`config.mk`:
```
export PLATFORM = sky130hd
export DESIGN_NAME = mem_stage
export DESIGN_NICKNAME = d
export VERILOG_FILES = /design/src/rtl/mem_stage.sv
export SDC_FILE = /design/constraint.sdc
export NUM_CORES = 1
export LEC_CHECK = 0
export CAP_MARGIN = 20
export CORE_AREA = 4 4 109 111
export DETAILED_ROUTE_END_ITERATION = 16
export DIE_AREA = 0 0 113 115
export PLACE_DENSITY = 0.95
export SLEW_MARGIN = 20
export SYNTH_ARGS = -nofsm -noshare
export SYNTH_HDL_FRONTEND = slang
export SYNTH_SLANG_ARGS = --single-unit
```
`constraint.sdc`:
```
create_clock -name clock -period 6.34 [get_ports clock]
set_input_delay 1.268 -clock clock [delete_from_list [all_inputs] [get_ports clock]]
set_output_delay 1.268 -clock clock [all_outputs]
set_load 0.02 [all_outputs]
```
`src/rtl/mem_stage.sv`:
```
// Memory stage: issues load/store accesses over a req/ack port, stalls upstream
// while an access is outstanding, and registers the MEM/WB bundle.
module mem_stage #(
  parameter int DATA_WIDTH = 32,
  parameter int REG_W      = 5,
  parameter int TIMEOUT    = 16
) (
  input  logic                  clock,
  input  logic                  reset,
  input  logic                  ex_mem_readmem,
  input  logic                  ex_mem_writemem,
  input  logic [DATA_WIDTH-1:0] ex_mem_regb,
  input  logic                  ex_mem_selwsource,
  input  logic [REG_W-1:0]      ex_mem_regdest,
  input  logic                  ex_mem_writereg,
  input  logic [DATA_WIDTH-1:0] ex_mem_wbvalue,
  output logic                  mem_req,
  output logic                  mem_we,
  output logic [DATA_WIDTH-1:0] mem_addr,
  output logic [DATA_WIDTH-1:0] mem_wdata,
  input  logic                  mem_ack,
  input  logic [DATA_WIDTH-1:0] mem_rdata,
  output logic                  mem_stall,
  output logic                  mem_err,
  output logic [REG_W-1:0]      mem_wb_regdest,
  output logic                  mem_wb_writereg,
  output logic [DATA_WIDTH-1:0] mem_wb_wbvalue
);

  // Counter only has to reach TIMEOUT-1; one spare code lets it saturate when TIMEOUT=0.
  localparam int CW = (TIMEOUT > 1) ? $clog2(TIMEOUT + 1) : 1;

  typedef enum logic {IDLE, WAIT} state_t;

  typedef struct packed {
    logic [REG_W-1:0] regdest;
    logic             writereg;
    logic             sel;
  } pend_t;

  state_t          state;
  pend_t           pend;
  logic [CW-1:0]   count;
  logic            op;
  logic            timeout_hit;

  assign op = ex_mem_readmem | ex_mem_writemem;

  generate
    if (TIMEOUT == 0) begin : g_no_timeout
      assign timeout_hit = 1'b0;
    end else begin : g_timeout
      assign timeout_hit = (state == WAIT) && (count == CW'(TIMEOUT - 1)) && !mem_ack;
    end
  endgenerate

  assign mem_stall = ((state == IDLE) && op) ||
                     ((state == WAIT) && !mem_ack && !timeout_hit);

  always_ff @(posedge clock) begin
    if (reset) begin
      state           <= IDLE;
      pend            <= '0;
      count           <= '0;
      mem_req         <= 1'b0;
      mem_we          <= 1'b0;
      mem_addr        <= '0;
      mem_wdata       <= '0;
      mem_err         <= 1'b0;
      mem_wb_regdest  <= '0;
      mem_wb_writereg <= 1'b0;
      mem_wb_wbvalue  <= '0;
    end else begin
      case (state)
        IDLE: begin
          if (op) begin
            // A simultaneous read+write request is treated as a store.
            mem_req         <= 1'b1;
            mem_we          <= ex_mem_writemem;
            mem_addr        <= ex_mem_wbvalue;
            mem_wdata       <= ex_mem_regb;
            pend.regdest    <= ex_mem_regdest;
            pend.writereg   <= ex_mem_writereg;
            pend.sel        <= ex_mem_selwsource;
            count           <= '0;
            mem_wb_writereg <= 1'b0;
            state           <= WAIT;
          end else begin
            mem_wb_regdest  <= ex_mem_regdest;
            mem_wb_writereg <= ex_mem_writereg;
            if (ex_mem_writereg)
              mem_wb_wbvalue <= ex_mem_wbvalue;
          end
        end
        WAIT: begin
          if (mem_ack) begin
            mem_req         <= 1'b0;
            mem_wb_regdest  <= pend.regdest;
            mem_wb_writereg <= pend.writereg;
            if (pend.writereg)
              mem_wb_wbvalue <= pend.sel ? mem_rdata : mem_addr;
            state           <= IDLE;
          end else if (timeout_hit) begin
            mem_req         <= 1'b0;
            mem_err         <= 1'b1;
            mem_wb_writereg <= 1'b0;
            state           <= IDLE;
          end else begin
            mem_wb_writereg <= 1'b0;
            if (count != '1)
              count <= count + CW'(1);
          end
        end
        default: state <= IDLE;
      endcase
    end
  end

endmodule

```
Word-level counts from Yosys, hierarchy flattened:

Index checks and enable logic that the tools add are counted.

* register bits: 118

* muxes and demuxes: 25
* equal/unequal tests: 11
* bitwise operators: 3
* add/sub/neg operators: 1
* reduce and logical (&&, ||, !) cells: 14

Operator list (number)
* 2-to-1 mux 32 bit: 5
* one-hot mux 32 bit (2 select lines): 1
* 2-to-1 mux 5 bit: 6
* one-hot mux 5 bit (2 select lines): 2
* inequality test 2 bit, second input constant: 6
* 2-to-1 mux 1 bit: 8
* AND reduction 4 bit: 2
* one-hot mux 1 bit (2 select lines): 3
* AND reduction 2 bit: 3
* adder 5 x 1 -> 5 bit, second input constant: 1
* == test 5 x 4 -> 1 bit, second input constant: 1
* logical AND 1 bit: 5
* inequality test 5 bit, second input constant: 1
* inequality test 2 x 1 -> 1 bit, second input constant: 2
* inequality test 3 x 2 -> 1 bit, second input constant: 1
* AND reduction 3 bit: 1
* logical NOT 1 bit: 2
* inverter 1 bit: 2
* logical OR 1 bit: 1
* bitwise OR 1 bit: 1

Logic depth before layout (Yosys ltp):

Gate-level depths: netlist of run 1.

* depth after elaboration: 6
* depth in mapped cells: 7
* mapped depth without buffers: 6

Worst setup path before layout of run 1:

Ideal clock, no wire load.

* kind: input-to-output
* from: input port ex_mem_writemem
* to: output port mem_stall
* stages on the path: 3
* buffers on the path: 1
* required time: 5.072 ns
* path slack: 3.049 ns
* arrival time: 2.023 ns
* path through: o21bai_1 > clkbuf_1 > nand2_1

* word-level cells in the longest chain between the ends: 3

RTL lines
* start, declared: line 11 `input logic ex_mem_writemem,`
* bitwise OR 1 bit: line 47 `assign op = ex_mem_readmem | ex_mem_writemem;`
* logical AND 1 bit: line 57 `assign mem_stall = ((state == IDLE) && op) ||`
* logical OR 1 bit: line 57
* end, declared: line 23 `output logic mem_stall,`

Every way passes these cells.

Worst setup path in the final report of run 1:

* from: input port mem_ack
* to: output port mem_stall

* word-level cells in the longest chain between the ends: 5
* elaborated cells on any way between the ends: 6

RTL lines
* start, declared: line 21 `input logic mem_ack,`
* logical NOT 1 bit (*): line 53, 58
* logical AND 1 bit: line 53 `assign timeout_hit = (state == WAIT) && (count == CW'(TIMEOUT - 1)) && !mem_ack;`
* logical NOT 1 bit: line 58 `((state == WAIT) && !mem_ack && !timeout_hit);`
* logical AND 1 bit (*): line 58
* logical OR 1 bit (*): line 57

Every way passes the cells marked *; elsewhere a longest branch is shown, timed or not.

==> results.tsv, run 1 <==
stage	metric	value	unit
critical_path	WP data required	5.07	ns
sta	highest achievable clock rate	0.2528	GHz
critical_path	Critical Path Start Type	input port	
final_layout	Post-Route Utilization	0.7050	
clock_network	Post-CTS Setup Inserts	0	
clock_network	CTS max path bufs	2	
clock_network	hold bufs inserted after CTS	0	
critical_path	endpoint of the most critical register-to-register path	count[3]	
power	maximum vdd drop	0.1922	mV
synthesis	ys async rst share	0	
clock_network	clock tree from TritonCTS	yes	
synthesis	part of the Yosys area used for sequential elements	0.4782	
routing	remaining number of nets flagged by the antenna check after routing	0	
synthesis	most area-hungry cell type in the Yosys netlist	sky130_fd_sc_hd__dfxtp_1	
sta	setup skew after layout	0.006895	ns
routing	per-cell routed wire length	16.73	microns
run_status	status	finished, final reports clean	
critical_path	r2r startpoint	state	
critical_path	CP max FO	8	
place	Placement Cell Area	7074	sq um
critical_path	depth of the most critical reg-to-reg path	4	
critical_path	endpoint kind of the worst setup timing path	output pin	
sta	setup TNS after final layout	0	ns
global_routing	remaining global-route overflow	0	
routing	number of design rule violations left after detail routing	0	
critical_path	CP arrival	2.69	ns
final_layout	commonest non-fill, non-tap cell in the layout	sky130_fd_sc_hd__clkdlybuf4s50_1	
die	die span in y	115	microns
clock_network	clock-pin slew on the worst setup and hold paths	0.05	ns
clock_network	cells resized by post-CTS repair	0	
global_routing	Tot GR Track Use	0.2258	
die	total die area	13000	sq um
synthesis	synth unique cells	33	
global_routing	pin count of the biggest net entering global routing	88	
power	total power divided by cell area	271.9	nW/um^2
global_routing	number of antenna violations at the first check in global routing	0	
clock_network	clock buffers created by TritonCTS	17	
sta	period utilisation layout	0.6239	
critical_path	worst-path cell chain	clkdlybuf4s50_1 > nor2_1 > nand2_1 > nand2_1 > clkdlybuf4s50_1	
final_layout	multi-input logic area	2349	sq um
die	Initial Utilization	0.4577	
global_routing	first-pass GRT wire length	24050	microns
critical_path	worst setup slack for register-to-register paths	4.07	ns
synthesis	gate count after technology mapping	575	
critical_path	slowest cell on the critical path	sky130_fd_sc_hd__clkdlybuf4s50_1	
final_layout	final std cell area, no fill	7609	sq um
sta	RSZ-0062 raised after global routing	false	
synthesis	number of enable flip-flop cells after synthesis	0	
synthesis	synthesized area	4940	sq um
sta	pins over their slew limit	0	
synthesis	area share of the largest cell type after synthesis	0.4782	
final_layout	commonest cells after routing, fill and taps aside	sky130_fd_sc_hd__clkdlybuf4s50_1, sky130_fd_sc_hd__nand2_1, sky130_fd_sc_hd__dfxtp_1	
clock_network	Clock Root Buffer	sky130_fd_sc_hd__clkbuf_8	
final_layout	Area Overhead vs Synth	54.03	%
die	top-level port count	214	
place	global placement routability congestion	0.8448	
worst_hold_path	class of the tightest hold or removal check	reg2reg	
critical_path	kind of critical path	in2out	
routing	length of the first detailed-routing pass in iterations	7	
sta	clock period minus final worst setup slack	3.955	ns
final_layout	count of filler cells inserted in the layout	832	
synthesis	total of warnings raised by yosys	0	
synthesis	Yosys reg bits	118	
sta	number of setup violations in the final report	0	
clock_network	clk_lat worst skew	0.49	ns
sta	final hold viol count	0	
final_layout	number of antenna diodes	0	
global_routing	vias in the first global route	4942	
sta	pin slew with the least headroom to its limit	1.064	ns
synthesis	Synth Net Count	686	
final_layout	net total in the final layout	874	
flow_run	total of max-cap violations	0	
worst_hold_path	endpoint of the worst hold-timing path	mem_wdata[0]	
final_layout	fraction of final layout cells with drive strength greater than 1	0.09407	
routing	Total Routed Length	15320	microns
worst_hold_path	instance count along the most critical hold path	2	
routing	number of vias per cell after detailed routing	5.425	
die	core area	10790	sq um
sta	worst rel slew slack	0.2897	
place	count of buffers from port buffering	213	
clock_network	number of H-tree levels	4	
power	leakage power of the design	2.868	nW
routing	First DRT Iteration DRCs	299	
final_layout	area used by sequential logic in the layout	2364	sq um
die	row cnt	38	
die	Die Wd	113	microns
critical_path	peak per-stage delay on the critical path	0.60	ns
synthesis	Syn Area/Cell	8.591	sq um
routing	vias after detailed routing	4969	
synthesis	primary flip-flop cell chosen by synthesis mapping	sky130_fd_sc_hd__dfxtp_1	
clock_network	number of sinks handled by clock tree synthesis	118	
sta	Hold WS	0.4521	ns
place	HPWL reported at the end of detailed placement	10850	microns
worst_hold_path	Hold Startpoint	mem_wdata[0]	
synthesis	cell types occupying the most area after synthesis	sky130_fd_sc_hd__dfxtp_1, sky130_fd_sc_hd__nand2_1, sky130_fd_sc_hd__a21oi_1, sky130_fd_sc_hd__mux2_2, sky130_fd_sc_hd__mux2i_1	
final cells by class:
type	count	share of cell area
well taps	140	0.02302
flip-flops and latches	118	0.3106
clock inverters	9	0.01020
repair buffers	219	0.2855
multi-input cells	403	0.3087
inverters	4	0.001973
clock buffers	23	0.06002
cell usage after synthesis (7+ instances only):
master and count:
sky130_fd_sc_hd__nand3_1 7, sky130_fd_sc_hd__nand2_1 145, sky130_fd_sc_hd__o21ai_1 29, sky130_fd_sc_hd__dfxtp_1 118, sky130_fd_sc_hd__buf_1 7, sky130_fd_sc_hd__mux2_2 32
sky130_fd_sc_hd__nand4_1 32, sky130_fd_sc_hd__mux2i_1 33, sky130_fd_sc_hd__a21oi_1 76, sky130_fd_sc_hd__buf_2 12, sky130_fd_sc_hd__clkbuf_1 28, sky130_fd_sc_hd__nor3_1 11
worst max-delay path by stage:
stage	from	end	slack (ns)	depth (start not counted)
6_report	mem_ack	mem_stall	2.38	5
5_1_grt	mem_ack	mem_stall	2.35	5
4_1_cts	mem_ack	mem_stall	2.39	5
3_5_place_dp	mem_ack	mem_stall	2.40	5
3_3_place_gp	mem_ack	mem_stall	2.42	5
2_1_floorplan	ex_mem_writemem	mem_stall	3.05	3
metrics by stage:
| stage | worst slack [ns] | cells | total power, W |
|---|---|---|---|
| floorplan | 3.049 | 575 | 0.001038 |
| global placement | 2.418 | 884 | 0.001219 |
| detailed placement | 2.398 | 884 | 0.001234 |
| CTS | 2.393 | 916 | 0.002083 |
| global route | 2.350 | 916 | 0.002153 |
| finish | 2.385 | 916 | 0.002069 |
where the power goes:
part	internal (W)	total [W]	switching [W]	leakage [nW]
sequential	0.000790	0.000818	0.0000281	0.968
clock	0.000536	0.000851	0.000315	0.258
combinational	0.000198	0.000400	0.000202	1.64
kinds of logic (layout without fill, tap and decap cells):
group	count (synthesis)	after routing	synth area share
AND/OR/NAND/NOR	214	214	0.1938
AO/OA/AOI/OAI	121	121	0.1320
flip-flops	118	118	0.4782
multiplexers	65	65	0.1398
buffers and inverters	54	255	0.04863
adder cells (fa/ha/maj)	3	3	0.007600
state kept, by name (all words and copies together) (netlist names):
name             cells
mem_wb_writereg      1
mem_err              1
mem_we               1
mem_wb_regdest       5
pend                 7
state                1
count                5
mem_wdata           32
mem_wb_wbvalue      32
mem_addr            32
mem_req              1
critical path: cells and delay by family:
family	cells	cell delay [ns]
simple gates	3	0.29
buf+inv	2	1.13
routing by layer:
layer / vias up / track usage / part of all wire
met5: - / 0 / 0
met4: 0 / 0.07692 / 0.025
met3: 30 / 0.06895 / 0.073
met2: 209 / 0.4009 / 0.51
met1: 2350 / 0.2589 / 0.39
li1: 2380 / - / -
No activity file was read; power rests on OpenSTA's default activity.
==> run 2: changes to the inputs <==
--- a/config.mk
+++ b/config.mk
@@ -6,10 +6,10 @@
 export NUM_CORES = 1
 export LEC_CHECK = 0
 export CAP_MARGIN = 20
-export CORE_AREA = 4 4 109 111
+export CORE_AREA = 4 4 120 122
 export DETAILED_ROUTE_END_ITERATION = 16
-export DIE_AREA = 0 0 113 115
-export PLACE_DENSITY = 0.95
+export DIE_AREA = 0 0 124 126
+export PLACE_DENSITY = 0.86
 export SLEW_MARGIN = 20
 export SYNTH_ARGS = -nofsm -noshare
 export SYNTH_HDL_FRONTEND = slang
==> constraint.sdc (replaced) <==
create_clock -name clock -period 3.6 [get_ports clock]
set_input_delay 0.72 -clock clock [delete_from_list [all_inputs] [get_ports clock]]
set_output_delay 0.72 -clock clock [all_outputs]
set_load 0.02 [all_outputs]
==> results.tsv, run 2 (synthesis results as in run 1) <==
stage	metric	value	unit	change
run_status	status	finished, final reports clean		unchanged
sta	setup skew after layout	0.007431	ns	was 0.006895 ns
global_routing	remaining global-route overflow	0		unchanged
place	Setup Slack @ Placement	0.6899	ns	was 2.398 ns
routing	First DRT Iteration DRCs	287		was 299
clock_network	clock buffers created by TritonCTS	17		unchanged
critical_path	CP arrival	2.30	ns	was 2.69 ns
final_layout	Post-Route Utilization	0.5840		was 0.7050
place	global placement routability congestion	0.7394		was 0.8448
power	leakage power of the design	2.899	nW	was 2.868 nW
final_layout	Area Overhead vs Synth	55.95	%	was 54.03%
die	Die Wd	124	microns	was 113 microns
sta	clock period minus final worst setup slack	3.023	ns	
global_routing	pin count of the biggest net entering global routing	87		was 88
final_layout	top flop regs	mem_addr (32), mem_wb_wbvalue (32), mem_wdata (32)		unchanged
clock_network	clock tree from TritonCTS	yes		unchanged
routing	remaining number of nets flagged by the antenna check after routing	0		unchanged
place	count of buffers from port buffering	213		unchanged
clock_network	number of H-tree levels	4		unchanged
final_layout	commonest non-fill, non-tap cell in the layout	sky130_fd_sc_hd__clkdlybuf4s50_1		unchanged
clock_network	cells resized by post-CTS repair	0		unchanged
critical_path	kind of critical path	reg2out		was in2out
power	maximum vdd drop	0.4162	mV	was 0.1922 mV
critical_path	peak per-stage delay on the critical path	0.60	ns	about the same
final_layout	count of filler cells inserted in the layout	1165		was 832
die	total die area	15620	sq um	was 13000 sq um
critical_path	slowest cell on the critical path	sky130_fd_sc_hd__clkdlybuf4s50_1		unchanged
die	row cnt	42		was 38
final_layout	commonest cells after routing, fill and taps aside	sky130_fd_sc_hd__clkdlybuf4s50_1, sky130_fd_sc_hd__nand2_1, sky130_fd_sc_hd__dfxtp_1		unchanged
critical_path	CP max FO	5		was 8
power	total power divided by cell area	484.7	nW/um^2	was 271.9 nW/um^2
routing	number of design rule violations left after detail routing	0		unchanged
clock_network	clock-pin slew on the worst setup and hold paths	0.05	ns	about the same
critical_path	WP data required	2.88	ns	was 5.07 ns
final_layout	fraction of final layout cells with drive strength greater than 1	0.09138		was 0.09407
sta	setup TNS after final layout	0	ns	unchanged
sta	final hold viol count	0		unchanged
sta	post-route setup slack	0.5771	ns	was 2.385 ns
worst_hold_path	class of the tightest hold or removal check	reg2reg		unchanged
global_routing	number of antenna violations at the first check in global routing	0		unchanged
final_layout	net total in the final layout	876		was 874
global_routing	vias in the first global route	4733		was 4942
place	HPWL reported at the end of detailed placement	10310	microns	was 10850 microns
sta	pins over their slew limit	0		unchanged
die	Initial Utilization	0.3745		was 0.4577
clock_network	hold bufs inserted after CTS	0		unchanged
clock_network	number of sinks handled by clock tree synthesis	118		unchanged
routing	length of the first detailed-routing pass in iterations	4		was 7
final_layout	final std cell area, no fill	7704	sq um	was 7609 sq um
critical_path	Critical Path Start Type	flop		was input port
routing	Total Routed Length	15550	microns	was 15320 microns
critical_path	worst-path cell chain	ha_1 > and3_1 > ha_1 > nor2_1 > nand2_1 > nand2_1 > clkdlybuf4s50_1		was clkdlybuf4s50_1 > nor2_1 > nand2_1 > nand2_1 > clkdlybuf4s50_1
global_routing	first-pass GRT wire length	24110	microns	was 24050 microns
sta	RSZ-0062 raised after global routing	false		unchanged
clock_network	Post-CTS Setup Inserts	0		unchanged
die	top-level port count	214		unchanged
sta	pin slew with the least headroom to its limit	0.9751	ns	was 1.064 ns
final_layout	area used by sequential logic in the layout	2364	sq um	unchanged
sta	period utilisation layout	0.8397		
routing	vias after detailed routing	4806		was 4969
routing	number of vias per cell after detailed routing	5.043		was 5.425
sta	highest achievable clock rate	0.3308	GHz	
critical_path	Top Family by Delay on Critical Path	buffers and inverters		unchanged
die	die span in y	126	microns	was 115 microns
die	core area	13190	sq um	was 10790 sq um
routing	per-cell routed wire length	16.31	microns	was 16.73 microns
critical_path	buffer and inverter count on the worst path	1		was 2
clock_network	clk_lat worst skew	0.41	ns	was 0.49 ns
clock_network	Clock Root Buffer	sky130_fd_sc_hd__clkbuf_16		was sky130_fd_sc_hd__clkbuf_8
final_layout	multi-input logic area	2349	sq um	unchanged
final_layout	number of antenna diodes	0		unchanged
flow_run	total of max-cap violations	0		unchanged
sta	worst rel slew slack	0.3499		was 0.2897
sta	number of setup violations in the final report	0		unchanged
global_routing	Tot GR Track Use	0.1955		was 0.2258
power	total power after layout	0.003734	W	was 0.002069 W
critical_path	endpoint kind of the worst setup timing path	output pin		unchanged
clock_network	CTS max path bufs	2		unchanged
place	Placement Cell Area	7147	sq um	was 7074 sq um
## run 2: cell types whose count changed in the layout (fill, tap and decap cells not counted), sizes merged
cell	delta
buf	+2
clkinv	-3
clkbuf	+5
clkinvlp	-3
## run 2: layout make-up
class | instances | area share
sequential | 118 | 0.3068
multi-input combinational | 403 | 0.3049
timing repair buffer | 221 | 0.2855
clock buffer | 28 | 0.06708
tap | 176 | 0.02859
clock inverter | 3 | 0.005197
inverter | 4 | 0.001949
## run 2: worst reg2reg max path: cells and delay by family (launching register included)
kind                   cells  cell delay [ns]
AOI/OAI and AO/OA          2             0.70
and+or+nand+nor            1             0.48
buffers and inverters      1             0.56
DFF                        1             0.78
## run 2: power by group
group | internal, W | total, W | switching [W]
registers | 0.00139 | 0.00145 | 0.0000572
logic | 0.000352 | 0.000697 | 0.000345
clock network | 0.00103 | 0.00159 | 0.000552
total | 0.00278 | 0.00373 | 0.000955
## run 2: path summary, 6_finish.rpt
check / endpoint / slack [ns] / depth (start not counted) / startpoint
worst max-delay path: mem_stall / 0.58 / 7 / count[0]
worst min-delay path: mem_wdata[0] / 0.45 / 2 / mem_wdata[0]
worst max register to register: mem_wb_wbvalue[3] / 1.00 / 4 / state
worst min register to register: mem_wdata[0] / 0.45 / 2 / mem_wdata[0]
## run 2: metal layers
layer / vias up / global-route usage / wire length, microns
li1: 2375 / - / -
met1: 2226 / 0.2311 / 6277
met2: 186 / 0.3283 / 7601
met3: 19 / 0.06682 / 1424
met4: 0 / 0.06765 / 242
met5: - / 0 / 0
## run 2: metrics by stage
step	instances	hold slack [ns]
2_1_floorplan	575	0.4347
3_3_place_gp	922	0.4403
3_5_place_dp	922	0.4457
4_1_cts	953	0.4528
5_1_grt	953	0.4670
6_report	953	0.4512
